`src/rtl/pipeline_control.sv`:
```
// Five-stage pipeline controller: generates PC/stage-buffer load enables and
// per-stage valid bits, handling data-memory stalls, load-use hazards, taken
// branch flushes, and instruction-fetch waits.
// Optional feature: define PIPE_STALL_COUNT_EN to add the 16-bit saturating
// stall_cycles counter port.
module pipeline_control (
  input  logic       clk,
  input  logic       reset_n,
  input  logic       imem_resp,
  input  logic       dmem_req,
  input  logic       dmem_resp,
  input  logic       mem_br_taken,
  input  logic [2:0] id_src1,
  input  logic [2:0] id_src2,
  input  logic       id_uses_src1,
  input  logic       id_uses_src2,
  input  logic [2:0] ex_dest,
  input  logic       ex_is_load,
  input  logic       ex_writes_reg,
  output logic       imem_read,
  output logic       pc_load,
  output logic       load_if_id,
  output logic       load_id_ex,
  output logic       load_ex_mem,
  output logic       load_mem_wb,
`ifdef PIPE_STALL_COUNT_EN
  output logic [15:0] stall_cycles,
`endif
  output logic       valid_id,
  output logic       valid_ex,
  output logic       valid_mem,
  output logic       valid_wb
);

  typedef enum logic [1:0] {StInit, StRun, StDstall, StFdrain} state_e;

  state_e state_q, state_d;
  logic   valid_id_q, valid_id_d;
  logic   valid_ex_q, valid_ex_d;
  logic   valid_mem_q, valid_mem_d;
  logic   valid_wb_q, valid_wb_d;

  logic dmem_wait;
  logic flush;
  logic hazard;

  assign dmem_wait = valid_mem_q & dmem_req & ~dmem_resp;
  assign flush     = valid_mem_q & mem_br_taken;
  assign hazard    = valid_id_q & valid_ex_q & ex_is_load & ex_writes_reg &
                     ((id_uses_src1 & (id_src1 == ex_dest)) |
                      (id_uses_src2 & (id_src2 == ex_dest)));

  assign valid_id  = valid_id_q;
  assign valid_ex  = valid_ex_q;
  assign valid_mem = valid_mem_q;
  assign valid_wb  = valid_wb_q;

  // State and stage-valid registers.
  always_ff @(posedge clk or negedge reset_n) begin
    if (!reset_n) begin
      state_q     <= StInit;
      valid_id_q  <= 1'b0;
      valid_ex_q  <= 1'b0;
      valid_mem_q <= 1'b0;
      valid_wb_q  <= 1'b0;
    end else begin
      state_q     <= state_d;
      valid_id_q  <= valid_id_d;
      valid_ex_q  <= valid_ex_d;
      valid_mem_q <= valid_mem_d;
      valid_wb_q  <= valid_wb_d;
    end
  end

  // Next state, load enables and next valid bits; events resolved in priority order.
  always_comb begin
    state_d     = state_q;
    imem_read   = 1'b0;
    pc_load     = 1'b0;
    load_if_id  = 1'b0;
    load_id_ex  = 1'b0;
    load_ex_mem = 1'b0;
    load_mem_wb = 1'b0;
    valid_id_d  = valid_id_q;
    valid_ex_d  = valid_ex_q;
    valid_mem_d = valid_mem_q;
    valid_wb_d  = valid_wb_q;

    case (state_q)
      StInit: begin
        state_d = StRun;
      end

      // DSTALL evaluates the same rules so the pipeline resumes in the
      // cycle the data response arrives.
      StRun, StDstall: begin
        imem_read = (state_q == StRun);
        if (dmem_wait) begin
          state_d = StDstall;
        end else if (flush) begin
          pc_load     = 1'b1;
          load_if_id  = 1'b1;
          load_id_ex  = 1'b1;
          load_ex_mem = 1'b1;
          load_mem_wb = 1'b1;
          valid_id_d  = 1'b0;
          valid_ex_d  = 1'b0;
          valid_mem_d = 1'b0;
          valid_wb_d  = 1'b0;
          // An unanswered fetch is for the wrong path; drain it first.
          state_d     = imem_resp ? StRun : StFdrain;
        end else if (hazard) begin
          load_id_ex  = 1'b1;
          load_ex_mem = 1'b1;
          load_mem_wb = 1'b1;
          valid_ex_d  = 1'b0;
          valid_mem_d = valid_ex_q;
          valid_wb_d  = valid_mem_q;
          state_d     = StRun;
        end else if (!imem_resp) begin
          load_if_id  = 1'b1;
          load_id_ex  = 1'b1;
          load_ex_mem = 1'b1;
          load_mem_wb = 1'b1;
          valid_id_d  = 1'b0;
          valid_ex_d  = valid_id_q;
          valid_mem_d = valid_ex_q;
          valid_wb_d  = valid_mem_q;
          state_d     = StRun;
        end else begin
          pc_load     = 1'b1;
          load_if_id  = 1'b1;
          load_id_ex  = 1'b1;
          load_ex_mem = 1'b1;
          load_mem_wb = 1'b1;
          valid_id_d  = 1'b1;
          valid_ex_d  = valid_id_q;
          valid_mem_d = valid_ex_q;
          valid_wb_d  = valid_mem_q;
          state_d     = StRun;
        end
      end

      // Stale fetch in flight: keep the pipe moving, discard the returned word.
      StFdrain: begin
        imem_read   = 1'b1;
        load_if_id  = 1'b1;
        load_id_ex  = 1'b1;
        load_ex_mem = 1'b1;
        load_mem_wb = 1'b1;
        valid_id_d  = 1'b0;
        valid_ex_d  = valid_id_q;
        valid_mem_d = valid_ex_q;
        valid_wb_d  = valid_mem_q;
        if (imem_resp) begin
          state_d = StRun;
        end
      end

      default: begin
        state_d = StInit;
      end
    endcase
  end

`ifdef PIPE_STALL_COUNT_EN
  logic [15:0] stall_cnt_q;

  assign stall_cycles = stall_cnt_q;

  // Saturating count of non-INIT cycles in which the PC is held.
  always_ff @(posedge clk or negedge reset_n) begin
    if (!reset_n) begin
      stall_cnt_q <= 16'd0;
    end else if ((state_q != StInit) && !pc_load && (stall_cnt_q != 16'hFFFF)) begin
      stall_cnt_q <= stall_cnt_q + 16'd1;
    end
  end
`endif

endmodule
```
`config.mk`:
```
export PLATFORM = sky130hd
export DESIGN_NAME = pipeline_control
export DESIGN_NICKNAME = d
export VERILOG_FILES = /design/src/rtl/pipeline_control.sv
export SDC_FILE = /design/constraint.sdc
export NUM_CORES = 1
export LEC_CHECK = 0
export ABC_AREA = 1
export ABC_CLOCK_PERIOD_IN_PS = 1300
export CAP_MARGIN = 10
export CORE_MARGIN = 3
export CORE_UTILIZATION = 34
export CTS_CLUSTER_DIAMETER = 80
export DETAILED_ROUTE_END_ITERATION = 12
export GPL_ROUTABILITY_DRIVEN = 0
export PLACE_DENSITY = 0.77
export SLEW_MARGIN = 10
export SYNTH_ARGS = -nofsm -noshare
export SYNTH_HDL_FRONTEND = slang
export SYNTH_SLANG_ARGS = --single-unit
```
`constraint.sdc`:
```
create_clock -name clk -period 1.3 [get_ports clk]
set_input_delay 0.195 -clock clk [delete_from_list [all_inputs] [get_ports clk]]
set_output_delay 0.195 -clock clk [all_outputs]
set_load 0.005 [all_outputs]
```
---- Word level (Yosys, flattened, before mapping) ----
Index checks and enable logic that the tools add are counted.
storage, ports and cells
  bits in registers ....................... 6
  input port bits ......................... 19
  output and inout bits ................... 10
  word-level logic and storage cells ...... 60
operators by class
  equal/unequal tests ..................... 8
  multiplexer cells ....................... 31
  bitwise logic cells ..................... 11
  reduce and logical (&&, ||, !) cells .... 5
operator list
  cell                  number
  $mux W1               19
  $pmux W1 S2           7
  $and A1 B1 Y1         9
  $mux W2               4
  $eq A3 B3 Y1          2
  $pmux W2 S3           1
  $eq A2 B2 Y1 const B  2
  $ne A2 B2 Y1 const B  2
  $ne A3 B3 Y1 const B  1
  $reduce_and A3 Y1     1
  $eq A2 B1 Y1 const B  1
  $logic_not A2 Y1      1
  $reduce_and A2 Y1     1
  $reduce_bool A2 Y1    1
  $reduce_or A2 Y1      1
  $not A1 Y1            1
  $or A1 B1 Y1          1

---- Logic depth before layout (Yosys ltp) ----
Gate-level depths: netlist (run 1).
  word-level depth ........................ 8
  depth in mapped cells ................... 10
  depth with buffers taken out ............ 10

---- Worst setup path before layout (run 1) ----
No wires, ideal clock.
  path kind ............................... register to output
  from .................................... register state_q[0]
  to ...................................... output load_id_ex
  arrival time ............................ 1.262 ns
  data required time ...................... 1.105 ns
  path slack .............................. -0.157 ns
  cell stages (with the launch flop) ...... 8
  path buffers ............................ 1
  cells stage by stage .................... dfrtp_1 > inv_1 > ha_1 > inv_1 > nor2_2 > nor2_1 > nor2_1 > buf_4
on the way
  cells in the longest elaborated chain, start to end .. 3
  elaborated cells between the ends (all ways) .. 5
  classes of those cells .................. eq/ne: 3; mux: 1; reduce/logical: 1
RTL lines
  item                                          RTL line  source
  from (decl)                                   37        state_e state_q, state_d;
  from (signal assigned)                        61        state_q <= StInit;
  from (signal assigned)                        67        state_q <= state_d;
  $eq A2 B1 Y1 or $eq A2 B2 Y1 (tied branches)  --
  $reduce_or A2 Y1                              --
  $pmux W1 S2 *                                 --
  to (decl)                                     23        output logic load_id_ex,
Every way passes the cells marked *; elsewhere a longest branch is shown, timed or not.

---- Final worst setup path (run 1) ----
  from .................................... register state_q[0]
  to ...................................... output load_if_id
on the way
  cells in the longest elaborated chain, start to end .. 3
  elaborated cells between the ends (all ways) .. 5
  classes of those cells .................. eq/ne: 3; mux: 1; reduce/logical: 1
RTL lines
  item                                          RTL line  source
  $eq A2 B1 Y1 or $eq A2 B2 Y1 (tied branches)  89        case (state_q)
  $reduce_or A2 Y1                              89
  $pmux W1 S2 *                                 89
  to (decl)                                     22        output logic load_if_id,
Marks and branches as above.

==> results of run 1 <==
[routing by layer]
metal / up-vias / GRT usage (%) / share of wire [%]
met3: 11 / 3.516 / 4.9
met5: - / 0 / 0
met4: 0 / 8.523 / 3.6
met1: 336 / 21.70 / 41
met2: 39 / 30.77 / 51
li1: 382 / - / -
[per-stage QoR]
step | hold WS, ns | total power, W | utilization (%) | setup WS (ns)
global route | 0.1816 | 0.001973 | 83.18 | -0.3643
global placement | 0.4430 | 0.001433 | 68.96 | -0.6348
CTS | 0.1838 | 0.001567 | 73.08 | -0.2786
finish | 0.1850 | 0.001847 | 83.18 | -0.3150
floorplan | -0.1006 | 0.0008145 | - | -0.04178
detailed placement | 0.4442 | 0.001449 | 68.96 | -0.6970
[path summary, 6_finish.rpt]
kind                             from         end  slack (ns)  cells after the start
min                           reset_n   valid_mem        0.18                      1
min in group clk           ex_is_load    valid_ex        0.45                      6
min reg2reg                  valid_wb    valid_wb        0.50                      2
max in group asynchronous     reset_n  state_q[0]        0.91                      1
max                        state_q[0]  load_if_id       -0.32                      7
max reg2reg                state_q[1]    valid_ex       -0.08                      8
[logic make-up (layout without fill, tap and decap cells)]
family	count (synthesis)	in the layout
AO/OA/AOI/OAI	8	8
buffers and inverters	18	69
AND/OR/NAND/NOR	57	57
flip-flops	6	6
adder cells (fa/ha/maj)	3	3
[layout make-up]
| type | instances | area (um2) |
|---|---|---|
| clock buffer | 3 | 22.52 |
| fill | 86 | 235.2 |
| inverter | 16 | 62.56 |
| multi-input combinational | 68 | 474.2 |
| sequential | 6 | 150.1 |
| tap | 15 | 18.77 |
| timing repair buffer | 50 | 435.4 |
[flip-flops by register name (all words and copies together), names as in the netlist]
register   count
valid_wb       1
state_q        2
valid_mem      1
valid_ex       1
valid_id       1
[power groups by stage]
| stage | Sequential (W) | Combinational, W | Clock (W) |
|---|---|---|---|
| detailed placement | 0.000299 | 0.00115 | 0 |
| global route | 0.000317 | 0.00147 | 0.000185 |
| finish | 0.000306 | 0.00138 | 0.000163 |
| floorplan | 0.000313 | 0.000502 | 0 |
| global placement | 0.000298 | 0.00113 | 0 |
| CTS | 0.000298 | 0.00110 | 0.000171 |
[timing repair]
item                                    4_1_cts  5_1_grt
endpoints found under the setup margin       12       12
gates resized for setup                      44       38
endpoints found under the hold margin         0        0
buffers inserted                              6        4
pin swaps                                    13       21
[worst reg2reg max path: cells and delay by family (launching register included)]
kind                       cells  cell delay, ns
adders and majority gates      1            0.18
buffers and inverters          3            0.41
and+or+nand+nor                4            0.31
DFF                            1            0.39
[placed cells by master, fill, tap and decap left out, drive strengths merged]
master / n
nor3: 1
dlygate4sd2: 7
buf: 28
nor2: 15
nand2: 36
o21ai: 3
clkdlybuf4s50: 5
dfrtp: 6
o22ai: 1
clkdlybuf4s15: 3
clkbuf: 4
nand3: 5
o31ai: 1
dlymetal6s2s: 6
ha: 3
inv: 16
a21oi: 3
==> reports/metrics.cfg, run 1 <==
[synthesis]
yosysTopAreaCellShare_pct=27.40
seq_area_frac_synth_pct=27.40
async_flop_share_pct=100.0
synth_nets=114
synthAdderAreaFrac_pct=6.849
synthTopCellsByArea=dfrtp_1 27%, nand2_1 22%, inv_1 8.9%, nor2_1 8.9%, ha_1 6.8%
ys_types=16
syn_inst=92
ys_ff_latch=6
synth_area_um2=548.0
synth_commonest_cells=32 x nand2_1, 13 x inv_1, 13 x nor2_1
synthSimpleGateAreaFrac_pct=44.06
synth-edff-count=0
yosys_warnings=0
synth_most_common_cell=nand2_1
synth_compound_area_share_pct=7.991
synth.avg_cell_area_um2=5.957
synth-xor-area-share_pct=0
ys.flop_type=dfrtp_1
synth_top_area_cell=dfrtp_1
synth_top_family_by_area=simple AND/OR/NAND/NOR gates
synth.mux.area_fraction_pct=0

[cells_and_area]
num_antenna_cells=0
syn_to_final_growth_pct=112.3
drive_gt1_share_pct=46.15
design_area_um2=1164
final_cell_count_no_fill=158
final_nets=167

[power_and_ir_drop]
internal_power_w=0.001062
ir_drop_v=0.0009969
p_per_area_nw_per_um2=1587
leakage_nw=0.6504
netSwitchingFraction_pct=42.48
p_switching_w=0.0007846
comb_power_share_pct=74.6
clockPowerShare_pct=8.8
seqPwrFrac_pct=16.6

[placement]
dp.cells=148
portBuffers=28
dpl_cell_area_um2=964.7
hpwl_mm=1.264

[detailed_routing]
vias=768
drtPass1Iterations=4
drc=0
antenna_left=0
drt-initial-drc-count=20
routedWlPerCell_um=14.39
postRouteWirelength_mm=2.274
via_per_inst=4.861

[worst_setup_path]
crit_required_ns=1.11
path_delay_family=flip-flops
crit_type=reg2out
path_cells=inv_2 > ha_4 > inv_2 > nor2_4 > nand2_4 > a21oi_2 > buf_2
critPathMaxFanout=3
critPathMostFrequentCell=inv_2
path_buf_inv=3
critPathMaxStageDelay_ns=0.37
cp_slowest_cell=dfrtp_1
worstPathArrival_ns=1.42
crit_path_start_kind=flop
endpoint_kind=output pin

[timing]
finalHoldViolations=0
fmax_mhz=619.2
finalMaxSlewViolations=0
period_needed_ns=1.615
relSlewSlack_pct=83.56
worst_pin_slew_ns=0.2458
finalSetupTns_ns=-1.911
finClkSkew_ns=0.002472
min_period_over_period_pct=124.2
fin_ws_ns=-0.3150
setup_viol=9
rsz0062_at_grt=true

[die]
start_util_pct=39.18
die_area_um2=2129
die_h_um=46.15
core_um2=1399
row_count=13
io_pins=29
fp.dieW_um=46.15

[status]
violations=setup timing
status=finished, violations left

[global_routing]
antenna_found_initial=0
grt_max_degree=7
grt_overflow=0
grt_pass1_wl_mm=2.725
grt_usage_pct=18.17
grt_pass1_vias=666

[clock_tree]
cts.sinks=6
clk_path_buf_depth=2
cts_root_buffer=clkbuf_4
ctsHoldBuffers=0
path_clk_slew_ns=0.04
htreeDepth=1
cts_tree=done
numCtsBuffers=3
clk_latency_ns=0.24

[worst_hold_path]
hold_class=in2async

[run]
max_cap_viol_count=0

Power figures use the tool's default switching activity.
==> run 2, diff against run 1 <==
CAP_MARGIN = 20   (was 10)
==> results of run 2 <==
Same layout as run 1: the final DEF is identical, and so are final timing and power.
